[config.mk]
export PLATFORM = sky130hd
export DESIGN_NAME = store_buffer
export DESIGN_NICKNAME = d
export VERILOG_FILES = /design/src/rtl/store_buffer.sv
export SDC_FILE = /design/constraint.sdc
export NUM_CORES = 1
export LEC_CHECK = 0
export ABC_AREA = 1
export CAP_MARGIN = 0
export CORE_AREA = 10 10 235 237
export CTS_CLUSTER_DIAMETER = 200
export DETAILED_ROUTE_END_ITERATION = 10
export DIE_AREA = 0 0 245 247
export GPL_TIMING_DRIVEN = 0
export PLACE_DENSITY = 0.49
export SYNTH_ARGS = -nofsm -noshare
export SYNTH_HDL_FRONTEND = slang
export SYNTH_SLANG_ARGS = --single-unit
[constraint.sdc]
create_clock -name clk -period 14.9 [get_ports clk]
set_input_delay 1.49 -clock clk [delete_from_list [all_inputs] [get_ports clk]]
set_output_delay 1.49 -clock clk [all_outputs]
set_load 0.05 [all_outputs]
[src/rtl/store_buffer.sv]
// Store buffer: queues aligned stores (base + signed offset) and drains
// them to the data cache in acceptance order through a two-state drain FSM.
// Build option: define STORE_BUFFER_FWD_EN for load-to-store forwarding.
// Ports:
//   clk, rst_n            clock, synchronous active-low reset
//   st_valid/st_ready     store handshake (accepted when both high)
//   st_base, st_offset    address operands (offset is sign-extended)
//   st_data               store data
//   mem_req/mem_ack       cache write handshake (ack dequeues the head)
//   mem_addr, mem_wdata   head entry, stable while mem_req is high
//   misalign              one-cycle pulse when a store is dropped
//   count                 occupied entries
//   ld_addr/ld_hit/ld_data  forwarding lookup (zero when disabled)
module store_buffer #(
   parameter int DEPTH = 4
) (
   input  logic                     clk,
   input  logic                     rst_n,
   input  logic                     st_valid,
   input  logic [31:0]              st_base,
   input  logic [15:0]              st_offset,
   input  logic [31:0]              st_data,
   output logic                     st_ready,
   output logic                     mem_req,
   output logic [31:0]              mem_addr,
   output logic [31:0]              mem_wdata,
   input  logic                     mem_ack,
   output logic                     misalign,
   output logic [$clog2(DEPTH):0]   count,
   input  logic [31:0]              ld_addr,
   output logic                     ld_hit,
   output logic [31:0]              ld_data
);

   localparam int PW = $clog2(DEPTH);
   localparam int CW = PW + 1;
   localparam logic [CW-1:0] FULL = CW'(DEPTH);
   localparam logic [CW-1:0] ONE  = CW'(1);

   typedef enum logic {IDLE, REQ} state_t;

   state_t          state, state_nxt;
   logic [31:0]     addr_q [DEPTH];
   logic [31:0]     data_q [DEPTH];
   logic [PW-1:0]   head, tail;
   logic [CW-1:0]   count_q;
   logic [31:0]     eff_addr;
   logic            accept, enq, deq;

   // Carry out of bit 31 is dropped by the 32-bit result.
   assign eff_addr = st_base + {{16{st_offset[15]}}, st_offset};

   assign st_ready = (count_q < FULL);
   assign accept   = st_valid && st_ready;
   assign enq      = accept && (eff_addr[1:0] == 2'b00);
   assign deq      = mem_req && mem_ack;
   assign count    = count_q;

   always_ff @(posedge clk) begin
      if (enq) begin
         addr_q[tail] <= eff_addr;
         data_q[tail] <= st_data;
      end
   end

   always_ff @(posedge clk) begin
      if (!rst_n) begin
         head     <= '0;
         tail     <= '0;
         count_q  <= '0;
         misalign <= 1'b0;
      end else begin
         misalign <= accept && (eff_addr[1:0] != 2'b00);
         if (enq)
            tail <= tail + PW'(1);
         if (deq)
            head <= head + PW'(1);
         case ({enq, deq})
            2'b10:   count_q <= count_q + ONE;
            2'b01:   count_q <= count_q - ONE;
            default: count_q <= count_q;
         endcase
      end
   end

   // Drain FSM: state register
   always_ff @(posedge clk) begin
      if (!rst_n)
         state <= IDLE;
      else
         state <= state_nxt;
   end

   // Drain FSM: next state. Entering REQ on the enqueue edge itself
   // gives a one-cycle enqueue-to-request latency from empty.
   always_comb begin
      state_nxt = state;
      unique case (state)
         IDLE: if (count_q != '0 || enq)
                  state_nxt = REQ;
         REQ:  if (deq && count_q == ONE && !enq)
                  state_nxt = IDLE;
         default: state_nxt = IDLE;
      endcase
   end

   // Drain FSM: outputs. Address/data are forced to zero outside REQ.
   always_comb begin
      mem_req   = (state == REQ);
      mem_addr  = '0;
      mem_wdata = '0;
      if (state == REQ) begin
         mem_addr  = addr_q[head];
         mem_wdata = data_q[head];
      end
   end

`ifdef STORE_BUFFER_FWD_EN
   // Scan oldest to youngest so the youngest match wins.
   logic [PW-1:0] fwd_idx;
   always_comb begin
      ld_hit  = 1'b0;
      ld_data = '0;
      fwd_idx = head;
      for (int k = 0; k < DEPTH; k++) begin
         fwd_idx = head + PW'(k);
         if (CW'(k) < count_q && addr_q[fwd_idx] == ld_addr) begin
            ld_hit  = 1'b1;
            ld_data = data_q[fwd_idx];
         end
      end
   end
`else
   logic unused_ld;
   assign unused_ld = ^ld_addr;
   assign ld_hit    = 1'b0;
   assign ld_data   = '0;
`endif

endmodule

==> flow_metrics.tcl <==
set metrics [dict create \
    ir_worst_vdd_uv 48.7 \
    powerDensity_nw_per_um2 122 \
    fp.coreArea_um2 50700 \
    grt_setup_unrepaired "no" \
    arrival_ns 3.19 \
    ys_seq_elements 267 \
    yosysTopAreaCell "edfxtp_1" \
    final_area_um2 16600 \
    finalCriticalPeriod_ns 4.68 \
    crit_path_start_kind "register" \
    cts.clk_slew.worst_paths_ns 0.06 \
    worstPathMaxFanout 10 \
    r2r_slack_ns 12.42 \
    crit_type "reg2out" \
    drt_first_pass_iters 5 \
    grt_pass1_wl_um 56100 \
    vias_per_cell 4.19 \
    dpl_cell_area_um2 15700 \
    drc_errors 0 \
    synth.most_common_cell "nor2_1" \
    min_path_cells 1 \
    die_w_um 245 \
    setup_viol 0 \
    grt_overflow 0 \
    drtAntennaViolNets 0 \
    place_ws_ns 9.94 \
    worst_slack_ns 10.22 \
    synth_commonest_cells "302 x nor2_1, 256 x edfxtp_1, 223 x nand2_1" \
    skew_ns 0.0137 \
    syn_area_um2 13000 \
    end_kind "primary output" \
    antenna_found_initial 0 \
    syn_inst 1345 \
    wl_um 36900 \
    gp_congestion 0.816 \
    tns_ns 0 \
    placedCellCount 2219 \
    nets 1725 \
    rr_worst_depth 7 \
    hpwlAfterDp_um 26600 \
    clock_sinks 267 \
    cts_htree_levels 1 \
    die_area_um2 60500 \
    io_buffer_count 153 \
    multi_input_area_um2 4300 \
    cts_made_buffers 27 \
    synth.distinct_cells 31 \
    synth-async-reset-ratio 0 \
    layout.cells.non_filler 2268 \
    cts_hold_buf 0 \
    slew_violations 0 \
    maxCapViolations 0 \
    fillers 5290 \
    cp_data_required_time_ns 13.41 \
    wire_per_inst_um 16.2 \
    syn2layout_area_growth_pct 27.3 \
    synth.top_cell.area_share 0.591 \
    synthFlopType "edfxtp_1" \
    cts_tree "done" \
    drive_above_1_share 0.0800 \
    leakage_nw 6.52 \
    initial_core_util 0.257 \
    grt_pass1_vias 9510 \
    num_antenna_cells 0 \
    post-cts-setup-buffer-count 0 \
    first_iter_violations 443 \
    grt_start_max_net_pins 26 \
    grt_util_all_layers 0.120 \
    seqCellArea_um2 7910 \
    vias 9500 \
    slew_headroom 0.359 \
    tightest_slew_ns 0.962 \
    io_pins 219 \
    ctsResizeCount 0 \
    rows 83 \
    avgSynthCellArea_um2 9.67 \
    hp-class "reg2reg" \
    synth_warnings 0 \
    hold_viol 0 \
    dieHeight_um 247 \
    period_share 0.314 \
    synth_area_leaders "edfxtp_1 59%, nor2_1 8.7%, nand2_1 6.4%, o21ai_0 5.1%, ha_1 3.8%" \
    root_buffer "clkbuf_16" \
    synth_edf_count 256 \
    status "complete, no violations" \
    ys_seq_area_frac 0.608 \
    clock_path_buffers 3 \
    insertion_delay_ns 0.53 \
    fmax_ghz 0.214 \
]
[flip-flops by register name, indices dropped and copies added, names as in the netlist, named ones only]
register / count
head: 2
addr_q: 128
data_q: 128
tail: 2
mem_req: 1
count: 3
misalign: 1
[final timing paths]
kind,startpoint,endpoint
setup reg to reg,count[2]$_SDFFE_PN0P_,data_q[1][31]$_DFFE_PP_
hold / removal,head[0]$_SDFFE_PN0P_,head[0]$_SDFFE_PN0P_
setup / recovery,mem_req$_SDFF_PN0_,mem_addr[19]
hold reg to reg,head[0]$_SDFFE_PN0P_,head[0]$_SDFFE_PN0P_
[placed cells by master (no fill, tap or decap), types with 7 or more instances in the layout]
cell and instances:
nor2_1 298, edfxtp_1 256, nand2_1 223, clkdlybuf4s50_1 153, o21ai_0 133, inv_1 126
a21oi_1 89, buf_4 41, ha_1 40, conb_1 33, clkbuf_1 30, clkbuf_16 27
nand3_1 22, xor2_1 17, nand2_2 14, dfxtp_1 11, buf_2 10, buf_1 9
buf_12 7
[stage by stage]
| stage | utilization | power (W) | hold slack (ns) |
|---|---|---|---|
| 3_5_place_dp | 0.311 | 0.00141 | 0.465 |
| 6_report | 0.327 | 0.00202 | 0.476 |
| 3_3_place_gp | 0.306 | 0.00140 | 0.455 |
| 2_1_floorplan | - | 0.00121 | 0.444 |
| 5_1_grt | 0.327 | 0.00212 | 0.509 |
| 4_1_cts | 0.327 | 0.00205 | 0.481 |
[report_power, final]
group          internal, W  total [W]  switching, W
clock             0.000365   0.000637      0.000272
combinational     0.000155   0.000516      0.000361
sequential        0.000861   0.000867    0.00000619
total              0.00138    0.00202      0.000639
[critical path, stage by stage (launching register included)]
cell             delay, ns
dfxtp_1               0.32
inv_1                 0.07
clkbuf_1              0.71
clkbuf_1              0.54
a21oi_1               0.24
clkdlybuf4s50_1       0.77
[final cells by class]
cell class	instances	share of cell area
Multi-Input combinational cell	900	0.259
Tap cell	680	0.0514
Inverter	129	0.0292
Sequential cell	267	0.477
Clock buffer	39	0.0453
Buffer	81	0.0284
Clock inverter	10	0.00461
Timing Repair Buffer	162	0.104
[per-layer routing]
layer	up-vias	share of wire	track usage	routed length, um
met5	-	0	0	0
met4	0	0.020	0.0343	738
met3	40	0.039	0.0164	1420
met2	181	0.51	0.213	18600
met1	4432	0.44	0.148	16100
li1	4847	-	-	-
[cells by family after synthesis]
kind of cell	synth area share
simple gates	0.176
flops	0.608
compound gates	0.0908
buf+inv	0.0734
fa+ha+maj	0.0400
xor+xnor	0.0121
other cells	0.000288
No activity file was read; power rests on OpenSTA's default activity.
==> RTL change 1 (same flow settings) <==
Set the parameter `DEPTH` to 8 (it was 4).
--- a/src/rtl/store_buffer.sv
+++ b/src/rtl/store_buffer.sv
@@ -12,7 +12,7 @@
 //   count                 occupied entries
 //   ld_addr/ld_hit/ld_data  forwarding lookup (zero when disabled)
 module store_buffer #(
-   parameter int DEPTH = 4
+   parameter int DEPTH = 8
 ) (
    input  logic                     clk,
    input  logic                     rst_n,
Ports: changed (resized count); port bits go from 219 to 220. No check against the original RTL was run, so the function may have changed too.
==> RTL change 1 against the original RTL <==
Sequential cell count increased by 260. Critical endpoint is now mem_addr[14]. Routed wire length increased by 72%. Utilization increased by 23 points. Area after synthesis increased by 78%. Final area increased by 70%. Maximum frequency decreased by 13%. Power increased by 99%. Largest cell class unchanged. Register-to-register slack got worse by 0.38 ns. Critical path type unchanged. Non-clock buffer count increased by 76. Critical path depth unchanged. Setup slack got worse by 0.71 ns. Clock power increased by 130%. Sequential power increased by 95%.
==> RTL change 1: results (changes against the original RTL) <==
status completed; Total Routing Usage GR 20.8% (+8.8 points); maximum number of pins on one net before global-route repair 29 (+12%); met1 usage 27.2% (+12 points); dpl cells 3028 (+36%); post-DP HPWL 44.2 mm (+66%); WP data arrival 3.89 ns (+0.70 ns); cells after synthesis 2135 (+59%); Non-Filler Instances 3133 (+38%); Post-synth EDFFs 512 (+100%); fill count 4488 (-15%); post-synthesis sequential area ratio 67.7% (+6.9 points); Worst-Margin Slew 1.12 ns (+0.155 ns); WL final 63.3 mm (+72%); Main synth FF type edfxtp_1; CTS buffer count 57 (+110%); DRT iter0 DRCs 1056 (+140%); Critical-path top delay cell clkdlybuf4s50_1; first-pass GRT wire length 96.1 mm (+71%); H-tree lvl count 2 (+1); Worst Skew 0.0315 ns (+0.0178 ns); met3 Usage GRT 3.82% (+2.2 points); Vias/cell 5.16 (+23%); P_leak 10.3 nW (+59%); worst hold path type flip-flop to flip-flop; Nets 2562 (+49%); Worst IR Drop VDD 96.6 µV (+98%); Starting Density 45.7% (+20 points); GR Util met2 35.7% (+14 points); synth cell count leaders edfxtp_1, nor2_1, o21ai_0, nand2_1, inv_1; Unique masters post-synth 27 (-13%); gpl congestion 0.825 (+1.1%); worst-skew pair later-pin latency 0.61 ns (+0.08 ns); post-place setup slack 9.02 ns (-0.920 ns); max incr delay on CP 0.88 ns (+0.11 ns); share of layout cells above drive strength 1 8.03% (+0.034 points)
==> RTL change 1: cell count changes after synthesis, sizes merged, moves of 4 or more <==
cell / delta
nand2: +9
nand3: +5
clkbuf: +38
dfxtp: +4
buf: +19
a31oi: +63
nor2: +202
o21ai: +256
a21oi: -63
edfxtp: +256
==> RTL change 1: cells by family after synthesis <==
| kind of cell | count (synthesis) | synth area share (%) |
|---|---|---|
| buffers and inverters | 267 | 5.41 |
| XOR/XNOR | 18 | 0.681 |
| adder cells (fa/ha/maj) | 39 | 2.14 |
| AND/OR/NAND/NOR | 795 | 13.1 |
| flip-flops | 527 | 67.7 |
| AO/OA/AOI/OAI | 488 | 10.9 |
| other | 1 | 0.0162 |
==> RTL change 1: final timing paths <==
path	startpoint	end	slack, ns	cells past startpoint
setup / recovery	mem_req	mem_addr[14]	9.52	5
hold / removal	head[2]	head[2]	0.47	2
setup reg to reg	count[3]	addr_q[0][25]	12.04	8
hold reg to reg	head[2]	head[2]	0.47	2
==> RTL change 1: worst min-delay path, stage by stage (launching register included) <==
cell and delay, ns:
dfxtp_1 0.31, inv_1 0.05, a21oi_1 0.07
==> RTL change 1: where the power goes <==
| group | internal, mW | switching (mW) | total (mW) | leakage [nW] |
|---|---|---|---|---|
| clock network | 0.888 | 0.581 | 1.47 | 0.943 |
| registers | 1.68 | 0.0105 | 1.69 | 4.74 |
| logic | 0.252 | 0.610 | 0.862 | 4.66 |
| total | 2.82 | 1.20 | 4.02 | 10.3 |
==> RTL change 1: metrics by stage <==
step | utilization [%] | area [µm²]
6_report | 55.5 | 28100
3_3_place_gp | 50.6 | 25700
2_1_floorplan | - | 23300
4_1_cts | 55.5 | 28100
5_1_grt | 55.5 | 28100
3_5_place_dp | 51.7 | 26200
==> RTL change 1: final cells by class <==
| class | instances | share of cell area, % |
|---|---|---|
| inverter | 129 | 1.72 |
| tap | 680 | 3.02 |
| multi-input combinational | 1373 | 22.8 |
| sequential | 527 | 55.7 |
| clock inverter | 42 | 1.76 |
| buffer | 138 | 2.73 |
| timing repair buffer | 181 | 7.13 |
| clock buffer | 63 | 5.15 |
==> RTL change 1: routing by layer <==
layer	vias to the layer above	wire length (µm)
li1	7896	-
met5	-	0
met1	7827	27800
met2	376	31300
met4	0	984
met3	70	3190
==> RTL change 2 (same settings) <==
Made on the original files. Register the output `count` once more; this adds one clock of latency there. The other outputs are not delayed to match.
--- a/src/rtl/store_buffer.sv
+++ b/src/rtl/store_buffer.sv
@@ -54,7 +54,9 @@
    assign accept   = st_valid && st_ready;
    assign enq      = accept && (eff_addr[1:0] == 2'b00);
    assign deq      = mem_req && mem_ack;
-   assign count    = count_q;
+   always_ff @(posedge clk) begin
+      count <= count_q;
+   end
 
    always_ff @(posedge clk) begin
       if (enq) begin
Check against the original RTL: not equivalent (a bounded check fails within 4 cycles, from zero or initial values and one cycle with rst_n low).
==> RTL change 2 against the original RTL <==
Sequential cell count increased by 3. Final area increased by 1.2%. Routed wire length increased by 0.88%. Setup slack improved by 0.025 ns. Via count decreased by 0.51%. Global-route usage about the same. Power increased by 5.6%. Maximum frequency increased by 0.54%. Area after synthesis increased by 0.46%. Critical endpoint is now mem_addr[15]. Largest power group unchanged.
==> RTL change 2: results (changes against the original RTL) <==
Port Buf Inserts 153 (unchanged); worst-skew pair later-pin latency 0.55 ns (+0.02 ns); post-synthesis sequential area ratio 61.0% (+0.18 points); Unique masters post-synth 31 (unchanged); Main synth FF type edfxtp_1; Clock Power 0.739 mW (+16%); crit path to mem_addr[15]; hold_ws 0.350 ns (-0.126 ns); Crit Path Class flip-flop to primary output; maximum number of pins on one net before global-route repair 27 (+3.8%); WL final 37.2 mm (+0.88%); post-DP HPWL 26.8 mm (+0.59%); Worst R2R End addr_q[3][14]; CTS root buf clkbuf_16; DR WL/cell 16.4 µm (+0.70%); Reg2Reg Launch Point count_q[2]; Post-synth EDFFs 256 (unchanged); status completed; post-place setup slack 9.91 ns (-0.0245 ns); gpl congestion 0.836 (+2.5%); worst hold path type flip-flop to flip-flop; Switching Fraction 30.5% (-1.1 points); dpl cell area 15800 µm² (+0.38%); final period utilization 31.2% (-0.17 points); P_leak 6.62 nW (+1.5%); CTS buffer count 28 (+3.7%); HP Start count_q[2]; Worst-Margin Slew 0.819 ns (-0.143 ns); Nets 1729 (+0.23%); Synth Area in Adders 3.98% (-0.018 points); top flop regs addr_q: 128 flops, data_q: 128 flops; first-pass GRT wire length 56.3 mm (+0.38%); post-synthesis compound-gate area fraction 9.04% (-0.042 points); dpl cells 2222 (+0.14%); Logic pwr share 24.3% (-1.2 points); Worst Hold End count[2]; Vias/cell 4.16 (-0.68%); register-to-register setup slack 12.43 ns (about the same); Mapped Avg Cell Area 9.70 µm² (+0.24%); Total Routing Usage GR 12.0% (+0.038 points); largest cells by area after synthesis edfxtp_1, nor2_1, nand2_1; PwrDens 127 nW/µm² (+4.3%); initial antenna violation count 1 (+1); cell depth of the worst hold path 0 (-1); H-tree lvl count 1 (unchanged); Yosys warning count 0 (unchanged); FF-to-FF path depth 6 (-1); Worst-path clk slew 0.06 ns (about the same); share of layout cells above drive strength 1 8.17% (+0.17 points); WP data arrival 3.16 ns (-0.03 ns); vias in the first global route 9476 (-0.36%); XOR/XNOR share of the synthesized area 1.21% (-0.0056 points); First-pass DRT Iterations 5 (unchanged); DRT iter0 DRCs 518 (+17%); Async SR Flop Fraction 0% (unchanged); Worst IR Drop VDD 63.8 µV (+31%); Worst Skew 0.00972 ns (-0.00393 ns); post-CTS setup buffers 0 (unchanged); fill count 5170 (-2.3%)
## RTL change 2: changes by cell type after synthesis, sizes merged
cell,delta
dfxtp,+3
## RTL change 2: cell type report
class	instances	area (µm²)	area share [%]
Inverter	129	484	2.89
Clock inverter	16	228	1.36
Multi-Input combinational cell	900	4300	25.6
Timing Repair Buffer	162	1730	10.3
Antenna cell	1	2.50	0.0149
Clock buffer	33	741	4.42
Buffer	81	470	2.81
Tap cell	680	851	5.07
Sequential cell	270	7970	47.5
## RTL change 2: worst max-delay path: stages, from the launching register on
cell	delay [ns]
dfxtp_1	0.33
inv_2	0.05
buf_2	0.26
clkbuf_1	0.43
o21ai_0	0.18
a21oi_1	0.46
clkdlybuf4s50_1	0.91
## RTL change 2: routing by layer
metal  track usage [%]  share of wire (%)  up-vias
met5                 0                  0        -
met2              21.8                 51      176
met3              1.52                3.4       46
li1                  -                  -     4856
met4              3.21                1.9        0
met1              14.7                 44     4374
